==> src/rtl/regfile_wb_scheduler.sv <==
// Register-file write-port scheduler: scoreboards long-latency destinations, stalls decode on hazards,
// and arbitrates the single write port between pipeline and LU writeback with a starvation guard.
module regfile_wb_scheduler #(
    parameter int STARVE_MAX = 4
) (
    input  logic        clk,
    input  logic        rst,

    input  logic        dec_valid,
    input  logic [4:0]  dec_rs1,
    input  logic [4:0]  dec_rs2,
    input  logic [4:0]  dec_rd,
    input  logic        dec_use_rs1,
    input  logic        dec_use_rs2,
    input  logic        dec_wr,
    input  logic        dec_long,
    output logic        dec_stall,

    input  logic        pipe_wb_valid,
    input  logic [4:0]  pipe_wb_addr,
    input  logic [31:0] pipe_wb_data,
    output logic        pipe_hold,

    input  logic        lu_wb_valid,
    input  logic [4:0]  lu_wb_addr,
    input  logic [31:0] lu_wb_data,
    output logic        lu_wb_ready,

    output logic        rf_regwrite,
    output logic [4:0]  rf_writereg_addr,
    output logic [31:0] rf_writedata,

    output logic [31:0] busy,
    output logic        sb_err
);

    localparam logic [3:0] STARVE_LIM = 4'(STARVE_MAX);

    logic [31:0] busy_q, busy_d;
    logic        sb_err_q, sb_err_d;
    logic [3:0]  starve_q, starve_d;
    logic        regwrite_q, regwrite_d;
    logic [4:0]  wr_addr_q, wr_addr_d;
    logic [31:0] wr_data_q, wr_data_d;

    logic        hit1, hit2, hitd;
    logic        issue;
    logic        pipe_grant, lu_grant;
    logic [4:0]  grant_addr;
    logic [31:0] grant_data;

    // Hazards are evaluated against the registered scoreboard only, so a clear
    // landing this cycle does not release the stall until the next one.
    always_comb begin
        hit1      = dec_use_rs1 & (dec_rs1 != 5'd0) & busy_q[dec_rs1];
        hit2      = dec_use_rs2 & (dec_rs2 != 5'd0) & busy_q[dec_rs2];
        hitd      = dec_wr      & (dec_rd  != 5'd0) & busy_q[dec_rd];
        dec_stall = dec_valid & (hit1 | hit2 | hitd);
    end

    always_comb begin
        pipe_hold   = lu_wb_valid & (starve_q == STARVE_LIM);
        lu_wb_ready = lu_wb_valid & (~pipe_wb_valid | pipe_hold);
        pipe_grant  = pipe_wb_valid & ~pipe_hold;
        lu_grant    = lu_wb_ready;
        issue       = dec_valid & ~dec_stall & ~pipe_hold;
    end

    always_comb begin
        grant_addr = 5'd0;
        grant_data = 32'd0;
        if (pipe_grant) begin
            grant_addr = pipe_wb_addr;
            grant_data = pipe_wb_data;
        end else if (lu_grant) begin
            grant_addr = lu_wb_addr;
            grant_data = lu_wb_data;
        end
    end

    always_comb begin
        busy_d = busy_q;
        if (lu_grant) begin
            busy_d[lu_wb_addr] = 1'b0;
        end
        // WAW stall guarantees this never collides with the clear above.
        if (issue & dec_long & dec_wr & (dec_rd != 5'd0)) begin
            busy_d[dec_rd] = 1'b1;
        end
        busy_d[0] = 1'b0;
    end

    always_comb begin
        sb_err_d = sb_err_q;
        if (lu_grant & (lu_wb_addr != 5'd0) & ~busy_q[lu_wb_addr]) begin
            sb_err_d = 1'b1;
        end
    end

    always_comb begin
        starve_d = starve_q;
        if (~lu_wb_valid | lu_grant) begin
            starve_d = 4'd0;
        end else if (starve_q != STARVE_LIM) begin
            starve_d = starve_q + 4'd1;
        end
    end

    // Address/data only move on a real write; x0 grants complete but leave them alone.
    always_comb begin
        regwrite_d = (pipe_grant | lu_grant) & (grant_addr != 5'd0);
        wr_addr_d  = wr_addr_q;
        wr_data_d  = wr_data_q;
        if (regwrite_d) begin
            wr_addr_d = grant_addr;
            wr_data_d = grant_data;
        end
    end

    always_ff @(posedge clk) begin
        if (rst) begin
            busy_q     <= 32'd0;
            sb_err_q   <= 1'b0;
            starve_q   <= 4'd0;
            regwrite_q <= 1'b0;
            wr_addr_q  <= 5'd0;
            wr_data_q  <= 32'd0;
        end else begin
            busy_q     <= busy_d;
            sb_err_q   <= sb_err_d;
            starve_q   <= starve_d;
            regwrite_q <= regwrite_d;
            wr_addr_q  <= wr_addr_d;
            wr_data_q  <= wr_data_d;
        end
    end

    assign busy             = busy_q;
    assign sb_err           = sb_err_q;
    assign rf_regwrite      = regwrite_q;
    assign rf_writereg_addr = wr_addr_q;
    assign rf_writedata     = wr_data_q;

endmodule

==> config.mk <==
export PLATFORM = sky130hd
export DESIGN_NAME = regfile_wb_scheduler
export DESIGN_NICKNAME = d
export VERILOG_FILES = /design/src/rtl/regfile_wb_scheduler.sv
export SDC_FILE = /design/constraint.sdc
export NUM_CORES = 1
export LEC_CHECK = 0
export BUFFER_PORTS_ARGS = -buffer_cell sky130_fd_sc_hd__buf_2
export CORE_MARGIN = 2
export CORE_UTILIZATION = 45
export DETAILED_ROUTE_END_ITERATION = 7
export PLACE_DENSITY = 0.74
export SLEW_MARGIN = 20
export SYNTH_ARGS = -nofsm -noshare
export SYNTH_HDL_FRONTEND = slang
export SYNTH_SLANG_ARGS = --single-unit
export TNS_END_PERCENT = 50
==> constraint.sdc <==
create_clock -name clk -period 2.6 [get_ports clk]
set_clock_uncertainty 0.15 [all_clocks]
set_input_delay 0 -clock clk [delete_from_list [all_inputs] [get_ports clk]]
set_output_delay 0 -clock clk [all_outputs]
set_load 0.01 [all_outputs]
# ---- After elaboration in Yosys (flattened, before gate mapping)
# Index checks and enable logic that the tools add are counted.
dict set report word_totals {
  regBits 75
  input_bits 98
  word_cells 73
}
dict set report classes {
  addsub 1
  n_lt_le_gt_ge 6
  eq_ne 2
  mux 18
  n_bitwise 31
  n_reduce_logical 8
}
# cell count
set ops {}
lappend ops {{2-to-1 mux 32 bit} 4}
lappend ops {{bitwise AND 32 bit} 1}
lappend ops {{NOT 32 bit} 1}
lappend ops {{OR 32 bit} 1}
lappend ops {{nonzero test 5 bit} 5}
lappend ops {{less-than comparator 5 x 6 -> 1 bit, second input constant} 4}
lappend ops {{binary-select mux 1 bit (select 5 bit)} 4}
lappend ops {{bitwise AND 1 bit} 18}
lappend ops {{demux 1 bit (select 5 bit)} 2}
lappend ops {{>= comparator 5 x 1 -> 1 bit, second input constant} 2}
lappend ops {{2-to-1 mux 5 bit} 2}
lappend ops {{2-to-1 mux 1 bit} 6}
lappend ops {{NOT 1 bit} 5}
lappend ops {{OR 1 bit} 5}
lappend ops {{adder 4 x 1 -> 4 bit, second input constant} 1}
lappend ops {{equality test 4 x 3 -> 1 bit, second input constant} 1}
lappend ops {{!= test 4 x 3 -> 1 bit, second input constant} 1}
lappend ops {{logical AND 1 bit} 2}
lappend ops {{OR reduction 2 bit} 1}

# ---- Depth between registers and ports, before layout
# Gate-level depths: netlist of run 1.
dict set report depth {
  depth_word 13
  ltp_mapped 9
}

# ---- Worst setup path before layout of run 1
# OpenSTA, ideal clock, no wires.
dict set report synth_timing {
  kind {register -> register}
  startpoint {register busy_q[21], in the netlist busy[21]}
  endpoint {register busy_q[27], in the netlist busy[27]}
  setup_time_ns 0.097
  t_arrival_ns 2.073
  slack_ns 0.280
  path_stages_with_launch 8
  path_cell_list {dfxtp_1 -> mux4_2 -> and2_0 -> o311a_1 -> o21ai_1 -> o211ai_2 -> buf_6 -> o41ai_4}
}
dict set report synth_between {
  elab_chain_cells 13
}
# item line
set synth_rtl {}
lappend synth_rtl {{from (decl)} 39} ;# logic [31:0] busy_q, busy_d;
lappend synth_rtl {{from (signal assigned)} 129} ;# busy_q <= busy_d;
lappend synth_rtl {{binary-select mux 1 bit (select 5 bit) (on tied branches)} {55, 56}}
lappend synth_rtl {{2-to-1 mux 1 bit (on tied branches)} {55, 56}}
lappend synth_rtl {{bitwise AND 1 bit (on tied branches)} {55, 56}}
lappend synth_rtl {{OR 1 bit} 58} ;# dec_stall = dec_valid & (hit1 | hit2 | hitd);
lappend synth_rtl {{OR 1 bit (*)} 58}
lappend synth_rtl {{bitwise AND 1 bit (*)} 58}
lappend synth_rtl {{NOT 1 bit (*)} 66} ;# issue = dec_valid & ~dec_stall & ~pipe_hold;
lappend synth_rtl {{bitwise AND 1 bit (*) (2 in series)} 66}
lappend synth_rtl {{bitwise AND 1 bit (*) (3 in series)} 87} ;# if (issue & dec_long & dec_wr & (dec_rd != 5'd0)) begin
lappend synth_rtl {{2-to-1 mux 32 bit (*)} 87}
# Every way passes the cells marked *; elsewhere a longest branch is shown, timed or not. The select of a mux whose other input is x is not followed.
# A chain may end at the register's enable or synchronous reset.

# ---- Final worst setup path of run 1
dict set report layout_timing {
  startpoint {register busy_q[21], in the netlist busy[21]}
  endpoint {output port dec_stall}
}
dict set report layout_between {
  elab_chain_cells 6
}
# item line
set layout_rtl {}
lappend layout_rtl {{binary-select mux 1 bit (select 5 bit) (on tied branches)} {55, 56}}
lappend layout_rtl {{2-to-1 mux 1 bit (on tied branches)} {55, 56}}
lappend layout_rtl {{bitwise AND 1 bit (on tied branches)} {55, 56}}
lappend layout_rtl {{OR 1 bit} 58}
lappend layout_rtl {{OR 1 bit (*)} 58}
lappend layout_rtl {{bitwise AND 1 bit (*)} 58}
lappend layout_rtl {{to (decl)} 17} ;# output logic dec_stall,
# Marked as above.

==> results.toml, run 1 <==
[critical_path]
critPathLaunchType = "flop"
max_stage_delay_ps = 480
crit_arrival_ps = 2410
critPathLaunch = "busy[21]$_SDFF_PP0_"
cp_num_buf_inv = 2
path_delay_family = "compound AO/OA/AOI/OAI gates"
r2r_cells = 8
path_cells = "mux4_2 > and2_0 > o311a_1 > o21ai_2 > o211ai_4 > buf_12 > o21a_1 > buf_2"
setup.worst_path.end_class = "output pin"
cp.depth = 8
crit_type = "flop to output pin"
cp.required_ps = 2450
worstPathMaxFanout = 6
rr_startpoint = "busy[21]$_SDFF_PP0_"
crit_path_top_delay_cell = "mux4_2"

[yosys]
synth.most_common_cell = "dfxtp_1"
synthDistinctLibCells = 54
syn_inst = 513
synth-edff-count = 0
ys_warn_count = 0
synth_top_area_share_pct = 31.5
synthesis.nets = 613
syn_area_mm2 = 0.00470
post_synth.cell_area_avg_um2 = 9.17
yosysTopAreaCell = "dfxtp_1"
synthTopCellsByCount = "74 x dfxtp_1, 61 x nand2_1, 50 x nand3_1, 46 x nor2_1, 36 x clkbuf_1"
async_reset_ff_share_pct = 0
ys.flop_type = "dfxtp_1"
synthTopCellsByArea = "dfxtp_1 31%, o41ai_2 9.7%, mux4_2 8.6%, a311oi_1 6.0%, nand3_1 5.3%"
ys_seq_area_share_pct = 31.5
ys_seq_elements = 74

[detailed_routing]
avgViaCountPerCell = 6.27
met3_length_um = 2230
totalWireLength_um = 18100
vias = 5553
ant_nets = 0
wl_met2_um = 8310
firstDrtPassIters = 5
top_layer = "met4"
dr.first_iter.drc_count = 498
met1_length_um = 6840
drc = 0
wire_per_inst_um = 20.4

[clock_network]
cts.htree.levels = 3
clock_latency_ps = 360
cts_sinks = 74
cts_max_path_buffers = 2
numCtsBuffers = 9
cts_root_buf = "clkbuf_8"
path_clk_slew_ps = 80
cts_tree = "yes"

[layout]
final_cells = 885
syn_to_final_growth_pct = 44.4
num-fill-cells = 752
n_antenna_cell = 0
fin_util_pct = 66.4
drive_above_1_share_pct = 37.5
finalNetCount = 845

[power]
leakage_nw = 3.04
p_per_area_mw_per_mm2 = 408
p_total_mw = 2.77
vdd_drop_max_v = 0.000270

[floorplan]
core_mm2 = 0.0102
die_width_um = 106
die_area_mm2 = 0.0113
dieHeight_um = 106
num_io_pins = 172
core.rowCount = 37
start_util_pct = 46.0

[sta]
post-route-min-period_ps = 2560
finalMaxSlewViolations = 0
period_share_pct = 98.4
tightest_slew_ps = 716
rsz0062_at_grt = "yes"
timing.slew.headroom_pct = 52.3
finalHoldViolations = 0
max_freq_ghz = 0.391
setup_viol = 0

[global_routing]
antenna_found_initial = 0
grt_pass1_wl_um = 28200
overflow = 0
grt_pass1_vias = 5390
grt_max_degree = 65
grt_util_all_layers_pct = 31.7

[placement]
gp_congestion = 0.982
port_buffers = 170
dp_cells = 785
dp_hpwl_um = 11200

[run_status]
status = "finished clean"

[run]
maxCapViolCount = 0

[hold_path]
min_path_cells = 4
min_path_type = "input pin to flop"
worstHoldStart = "lu_wb_addr[3]"
## cell families (layout without fill, tap and decap cells)
kind of cell | Yosys count | after routing | share of synthesized area, %
buffers and inverters | 63 | 299 | 5.98
adder cells (fa/ha/maj) | 2 | 2 | 0.532
flip-flops | 74 | 74 | 31.5
AO/OA/AOI/OAI | 129 | 129 | 26.7
multiplexers | 45 | 45 | 15.1
other | 1 | 1 | 0.0797
AND/OR/NAND/NOR | 197 | 197 | 19.7
XOR/XNOR | 2 | 2 | 0.372
## area by class of cell
type                       instances  area (um^2)  area share, %
clock inverter                     5         56.3          0.829
timing repair buffer             273         1890           27.8
clock buffer                      10          128           1.88
tap                              136          170           2.50
multi-input combinational        376         3000           44.2
inverter                          11         41.3          0.608
sequential                        74         1500           22.1
## placed cells by master, fill, tap and decap left out, types with 3 or more instances in the layout
cell type      instances
a21oi_1                6
a22oi_1                3
a311oi_1              32
a31oi_1                6
buf_12                 3
buf_2                170
buf_4                 18
clkbuf_8               9
dfxtp_1               63
dfxtp_2                8
dfxtp_4                3
dlygate4sd3_1         79
inv_1                 10
mux2i_1               22
mux4_2                18
nand2_1               60
nand2b_1               4
nand3_1               50
nand3b_1               7
nor2_1                46
nor2b_1                8
o211ai_1              30
o21ai_0                3
o22ai_1                3
o41ai_1                3
o41ai_2               27
o41ai_4                3
## path summary, 6_finish.rpt
check,slack (ps),end
hold / removal,30,busy[28]$_SDFF_PP0_
hold reg to reg,310,rf_writereg_addr[2]$_SDFFE_PP0P_
setup / recovery,40,dec_stall
setup reg to reg,80,busy[27]$_SDFF_PP0_
## power by group
group	internal, mW	switching [mW]	total (mW)
combinational	0.301	0.381	0.682
sequential	1.18	0.0319	1.22
clock	0.436	0.438	0.875
total	1.92	0.852	2.77
## tightest hold or removal path, cell delays in order
cell and delay, ps:
buf_2 170, nand3_1 160, o211ai_1 130, o41ai_2 60
## timing repair
| item | 4_1_cts | 5_1_grt |
|---|---|---|
| endpoints found under the setup margin | 1 | 24 |
| setup buffers | 2 | 3 |
| gates cloned | 1 | 0 |
| pin swaps | 1 | 6 |
| hold buffers | 79 | 0 |
| endpoints found under the hold margin | 49 | 0 |
| resized for setup | 3 | 22 |
## flip-flops by register name (all words and copies together), names as in the netlist
name              count
sb_err                1
rf_writereg_addr      5
rf_writedata         32
starve_q              4
busy                 31
rf_regwrite           1
## through the flow
stage          setup TNS, ps  worst slack (ps)  hold WS [ps]  instance area (um^2)
2_1_floorplan              0               280         -37.9                  4700
3_5_place_dp               0               117           120                  5670
4_1_cts                    0              14.2          11.3                  6700
6_report                   0              41.6          28.2                  6790
5_1_grt                -52.5             -34.4          50.8                  6790
3_3_place_gp               0               189           114                  5670
## routing by layer
metal  track usage [%]  vias to the layer above
met5                 0                        -
met4              13.4                        0
met3              8.28                       69
met2              50.5                      423
met1              40.6                     2617
li1                  -                     2444
(Power assumes the default switching activity.)
==> run 2: changes to the inputs <==
CORE_MARGIN = default   (was 2)
==> run 2 against run 1 <==
Sequential power is essentially flat. Sequential share of layout area decreased by 0.41 points. Sequential cell count did not move. Cell count rose by 1.1%. Worst setup slack got worse by 38 ps. Cell area grew 0.88%. Register-to-register slack is essentially flat. Core utilization is 2.4 points higher. Routed wire length rose by 2.6%. Die area down 3.7%. Combinational power up 2.9%.
==> results.toml, run 2 (synthesis gave the netlist of run 1 again) <==
[placement]
gp_congestion = 0.927
dp_hpwl_um = 11000
port_buffers = 170

[critical_path]
max_stage_delay_ps = 460
rr_startpoint = "busy[21]$_SDFF_PP0_"
setup.worst_path.end_class = "output pin"
r2r_cells = 8
cp.required_ps = 2450
cp_num_buf_inv = 2
crit_type = "flop to output pin"
crit_arrival_ps = 2450
crit_path_top_delay_cell = "mux4_2"
r2r_end = "busy[3]$_SDFF_PP0_"
critPathLaunchType = "flop"
path_delay_family = "compound AO/OA/AOI/OAI gates"
r2r_slack_ps = 70
worstPathMaxFanout = 7
path_cells = "mux4_2 > and2_1 > o311a_1 > o21ai_2 > o211ai_4 > buf_12 > o21a_1 > buf_2"

[global_routing]
grt_util_all_layers_pct = 33.4
grt_max_degree = 65
grt_pass1_vias = 5458
antenna_found_initial = 0
grt_pass1_wl_um = 28700
overflow = 0

[layout]
drive_above_1_share_pct = 36.6
n_antenna_cell = 0
syn_to_final_growth_pct = 45.7
fin_util_pct = 68.9
final_cell_mix = "170 x buf_2, 82 x dlygate4sd3_1, 71 x dfxtp_1"
layout.cells.most_common = "buf_2"
largest_reg_flops = 32
finalNetCount = 857

[clock_network]
cts_sinks = 74
clock_latency_ps = 350
path_clk_slew_ps = 90
cts_root_buf = "clkbuf_8"
cts_max_path_buffers = 2
numCtsBuffers = 9
cts.htree.levels = 3
cts_tree = "yes"

[sta]
post-route-min-period_ps = 2600
rsz0062_at_grt = "yes"
timing.slew.headroom_pct = 54.3
finalHoldViolations = 0
max_freq_ghz = 0.385
period_share_pct = 99.9
finalMaxSlewViolations = 0
hold_ws_ps = 25.1
tightest_slew_ps = 677
setup_viol = 0

[detailed_routing]
dr.first_iter.drc_count = 494
avgViaCountPerCell = 6.24
wire_per_inst_um = 20.8
ant_nets = 0
vias = 5585
firstDrtPassIters = 6
drc = 0
totalWireLength_um = 18600

[hold_path]
worstHoldStart = "lu_wb_addr[0]"
min_path_type = "input pin to flop"
min_path_cells = 3
hold_end = "rf_writereg_addr[0]$_SDFFE_PP0P_"

[floorplan]
core.rowCount = 36
die_width_um = 104
dieHeight_um = 104
die_area_mm2 = 0.0109
core_mm2 = 0.00995
start_util_pct = 47.3
num_io_pins = 172

[power]
vdd_drop_max_v = 0.000344
p_per_area_mw_per_mm2 = 419
leakage_nw = 3.03

[run_status]
status = "finished clean"

[run]
maxCapViolCount = 0
-- run 2: cell count changes in the layout (fill, tap and decap cells not counted), sizes merged --
cell,before,now
buf,193,202
clkbuf,10,13
dlygate4sd3,79,82
clkinv,4,2
bufbuf,1,0
clkinvlp,1,2
-- run 2: final cells by class --
class	count	area, um^2
clock buffer	12	155
timing repair buffer	285	1990
fill	729	3100
sequential	74	1490
tap	133	166
inverter	11	41.3
clock inverter	4	50.0
multi-input combinational	376	2970
-- run 2: worst max-delay path by stage --
stage	slack, ps	cells after the start	start	to
after global routing	-50	8	busy[21]$_SDFF_PP0_	dec_stall
after CTS	20	8	starve_q[0]$_SDFFE_PP0P_	rf_writedata[22]$_SDFFE_PP0P_
after global placement	150	7	busy[21]$_SDFF_PP0_	busy[19]$_SDFF_PP0_
after detailed placement	120	7	busy[16]$_SDFF_PP0_	busy[11]$_SDFF_PP0_
final	4	8	busy[21]$_SDFF_PP0_	dec_stall
after floorplan	280	7	busy[21]$_SDFF_PP0_	busy[27]$_SDFF_PP0_
-- run 2: timing repair --
action / 4_1_cts / 5_1_grt
setup endpoints to repair: 1 / 12
gates cloned: 0 / 1
resized for setup: 4 / 7
hold buffers: 82 / 0
hold endpoints to repair: 42 / 0
pin swaps: 1 / 2
buffers inserted: 0 / 11
-- run 2: per-layer routing --
| metal | global-route usage [%] | wire (um) | vias to the layer above |
|---|---|---|---|
| met4 | 13.1 | 601 | 0 |
| met5 | 0 | 0 | - |
| met1 | 41.6 | 7100 | 2631 |
| met2 | 55.3 | 8780 | 421 |
| li1 | - | - | 2470 |
| met3 | 8.40 | 2100 | 63 |
-- run 2: worst min-delay path: stages --
cell     delay [ps]
buf_2           250
nand3_1         130
a31oi_1          80
-- run 2: per-stage QoR --
stage / cells / cell area [um^2] / TNS [ps] / setup WS, ps / total power, mW
2_1_floorplan: 513 / 4700 / 0 / 280 / 1.56
3_5_place_dp: 785 / 5690 / 0 / 119 / 1.78
3_3_place_gp: 785 / 5690 / 0 / 147 / 1.77
5_1_grt: 895 / 6850 / -49.0 / -49.0 / 2.97
6_report: 895 / 6850 / 0 / 3.57 / 2.87
4_1_cts: 883 / 6730 / 0 / 16.4 / 2.81
-- run 2: power breakdown --
part / switching, mW / internal [mW]
logic: 0.389 / 0.313
clock network: 0.458 / 0.495
registers: 0.0330 / 1.19
==> run 3: changes to the inputs <==
SETUP_SLACK_MARGIN = 0.5   (was default)
==> run 3 against run 2 <==
Non-clock buffer count is 8 lower. Die area stayed put. Sequential share of layout area is 0.23 points lower. Clock power is 13% lower. Fmax is 2.4% higher.
==> results.toml, run 3 (synthesis gave the netlist of run 1 again) <==
[run_status]
status = "finished clean"

[critical_path]
worstPathMaxFanout = 6
critPathLaunchType = "flop"
crit_type = "flop to output pin"
crit_arrival_ps = 2380
rr_startpoint = "busy[12]$_SDFF_PP0_"
r2r_slack_ps = 100
setup.worst_path.end_class = "output pin"
r2r_cells = 9
cp.required_ps = 2450
r2r_end = "busy[14]$_SDFF_PP0_"

[detailed_routing]
dr.first_iter.drc_count = 467
ant_nets = 0
vias = 5633
firstDrtPassIters = 6
wire_per_inst_um = 21.1
avgViaCountPerCell = 6.34
drc = 0
totalWireLength_um = 18800

[power]
p_comb_share_pct = 26.8
p_int_mw = 1.89
seqPwrFrac_pct = 43.4
swShare_pct = 32.3
leakage_nw = 3.26
clkPwrFrac_pct = 29.8
p_total_mw = 2.80
p_per_area_mw_per_mm2 = 398
p_switching_uw = 905
vdd_drop_max_v = 0.000443

[layout]
finalNetCount = 849
final_cell_mix = "170 x buf_2, 74 x dlygate4sd3_1, 61 x dfxtp_1"
drive_above_1_share_pct = 40.5
layout.cells.most_common = "buf_2"
syn_to_final_growth_pct = 49.5
fin_area_mm2 = 0.00703
largest_reg_flops = 32
num-fill-cells = 703

[clock_network]
clock_latency_ps = 360
cts_root_buf = "clkbuf_8"
cts_max_path_buffers = 2
cts_tree = "yes"
cts_sinks = 74
numCtsBuffers = 9
path_clk_slew_ps = 80
cts.htree.levels = 3

[hold_path]
hold_end = "rf_writereg_addr[0]$_SDFFE_PP0P_"
min_path_type = "input pin to flop"
min_path_cells = 3
worstHoldStart = "lu_wb_addr[0]"

[placement]
pre_cts_slack_ps = 167
gp_congestion = 0.867
port_buffers = 170
postPlaceCellArea_mm2 = 0.00565
dp_hpwl_um = 11400

[global_routing]
grt_max_degree = 53
grt_pass1_wl_um = 28300
antenna_found_initial = 0
grt_util_all_layers_pct = 32.6
overflow = 0
grt_pass1_vias = 5572

[floorplan]
start_util_pct = 47.3
die_area_mm2 = 0.0109
core.rowCount = 36
core_mm2 = 0.00995
die_width_um = 104
num_io_pins = 172
dieHeight_um = 104

[sta]
timing.slew.headroom_pct = 54.1
setup_viol = 0
finalHoldViolations = 0
tightest_slew_ps = 689
post-route-min-period_ps = 2530
rsz0062_at_grt = "yes"
period_share_pct = 97.5
hold_ws_ps = 1.09
worst_slack_ps = 65.3
max_freq_ghz = 0.395
finalMaxSlewViolations = 0

[run]
maxCapViolCount = 0
run 3: worst max-delay path, cell delays in order, from the launching register on:
cell	delay, ps
dfxtp_2	360
mux4_2	470
mux2i_1	160
nor2_1	90
o311ai_2	360
o211ai_4	150
buf_12	150
o21a_1	160
buf_2	130
run 3: through the flow:
step / cells / TNS, ps / utilization (%)
floorplan: 513 / 0 / -
global route: 887 / -36.4 / 70.6
global placement: 779 / 0 / 56.8
detailed placement: 779 / 0 / 56.8
finish: 888 / 0 / 70.7
CTS: 876 / 0 / 67.2
run 3: worst max-delay path by stage:
stage / start / cells past startpoint / slack, ps / to
final: busy[12]$_SDFF_PP0_ / 8 / 70 / dec_stall
after CTS: busy[21]$_SDFF_PP0_ / 8 / 70 / dec_stall
after global placement: busy[21]$_SDFF_PP0_ / 7 / 240 / busy[21]$_SDFF_PP0_
after detailed placement: busy[21]$_SDFF_PP0_ / 7 / 170 / busy[16]$_SDFF_PP0_
after global routing: busy[13]$_SDFF_PP0_ / 8 / -40 / dec_stall
after floorplan: busy[21]$_SDFF_PP0_ / 7 / 440 / busy[27]$_SDFF_PP0_
run 3: power groups by stage:
| stage | clock network [mW] | registers, mW | logic [mW] |
|---|---|---|---|
| 2_1_floorplan | 0 | 1.27 | 0.295 |
| 3_3_place_gp | 0 | 1.24 | 0.526 |
| 3_5_place_dp | 0 | 1.24 | 0.536 |
| 4_1_cts | 0.841 | 1.21 | 0.643 |
| 5_1_grt | 0.894 | 1.22 | 0.790 |
| 6_report | 0.833 | 1.22 | 0.750 |
run 3: repair_timing:
action / in CTS / in global routing
hold endpoints to repair: 43 / 0
pin swaps: 2 / 14
setup buffers: 7 / 6
gates cloned: 0 / 5
gates resized for setup: 15 / 40
endpoints found under the setup margin: 58 / 69
hold buffers: 74 / 0
run 3: final cells by class:
cell class	count	area (um^2)	share of cell area (%)
Antenna cell	1	2.50	0.0356
Clock buffer	10	138	1.96
Clock inverter	6	42.5	0.605
Inverter	11	43.8	0.623
Multi-Input combinational cell	376	3130	44.5
Sequential cell	74	1510	21.5
Tap cell	133	166	2.37
Timing Repair Buffer	277	2000	28.5
run 3: routing by layer:
layer	global-route usage, %	vias to the layer above	part of all wire [%]
li1	-	2459	-
met4	18.8	0	4.7
met2	54.1	400	48
met5	0	-	0
met1	38.9	2682	37
met3	7.27	92	9.7
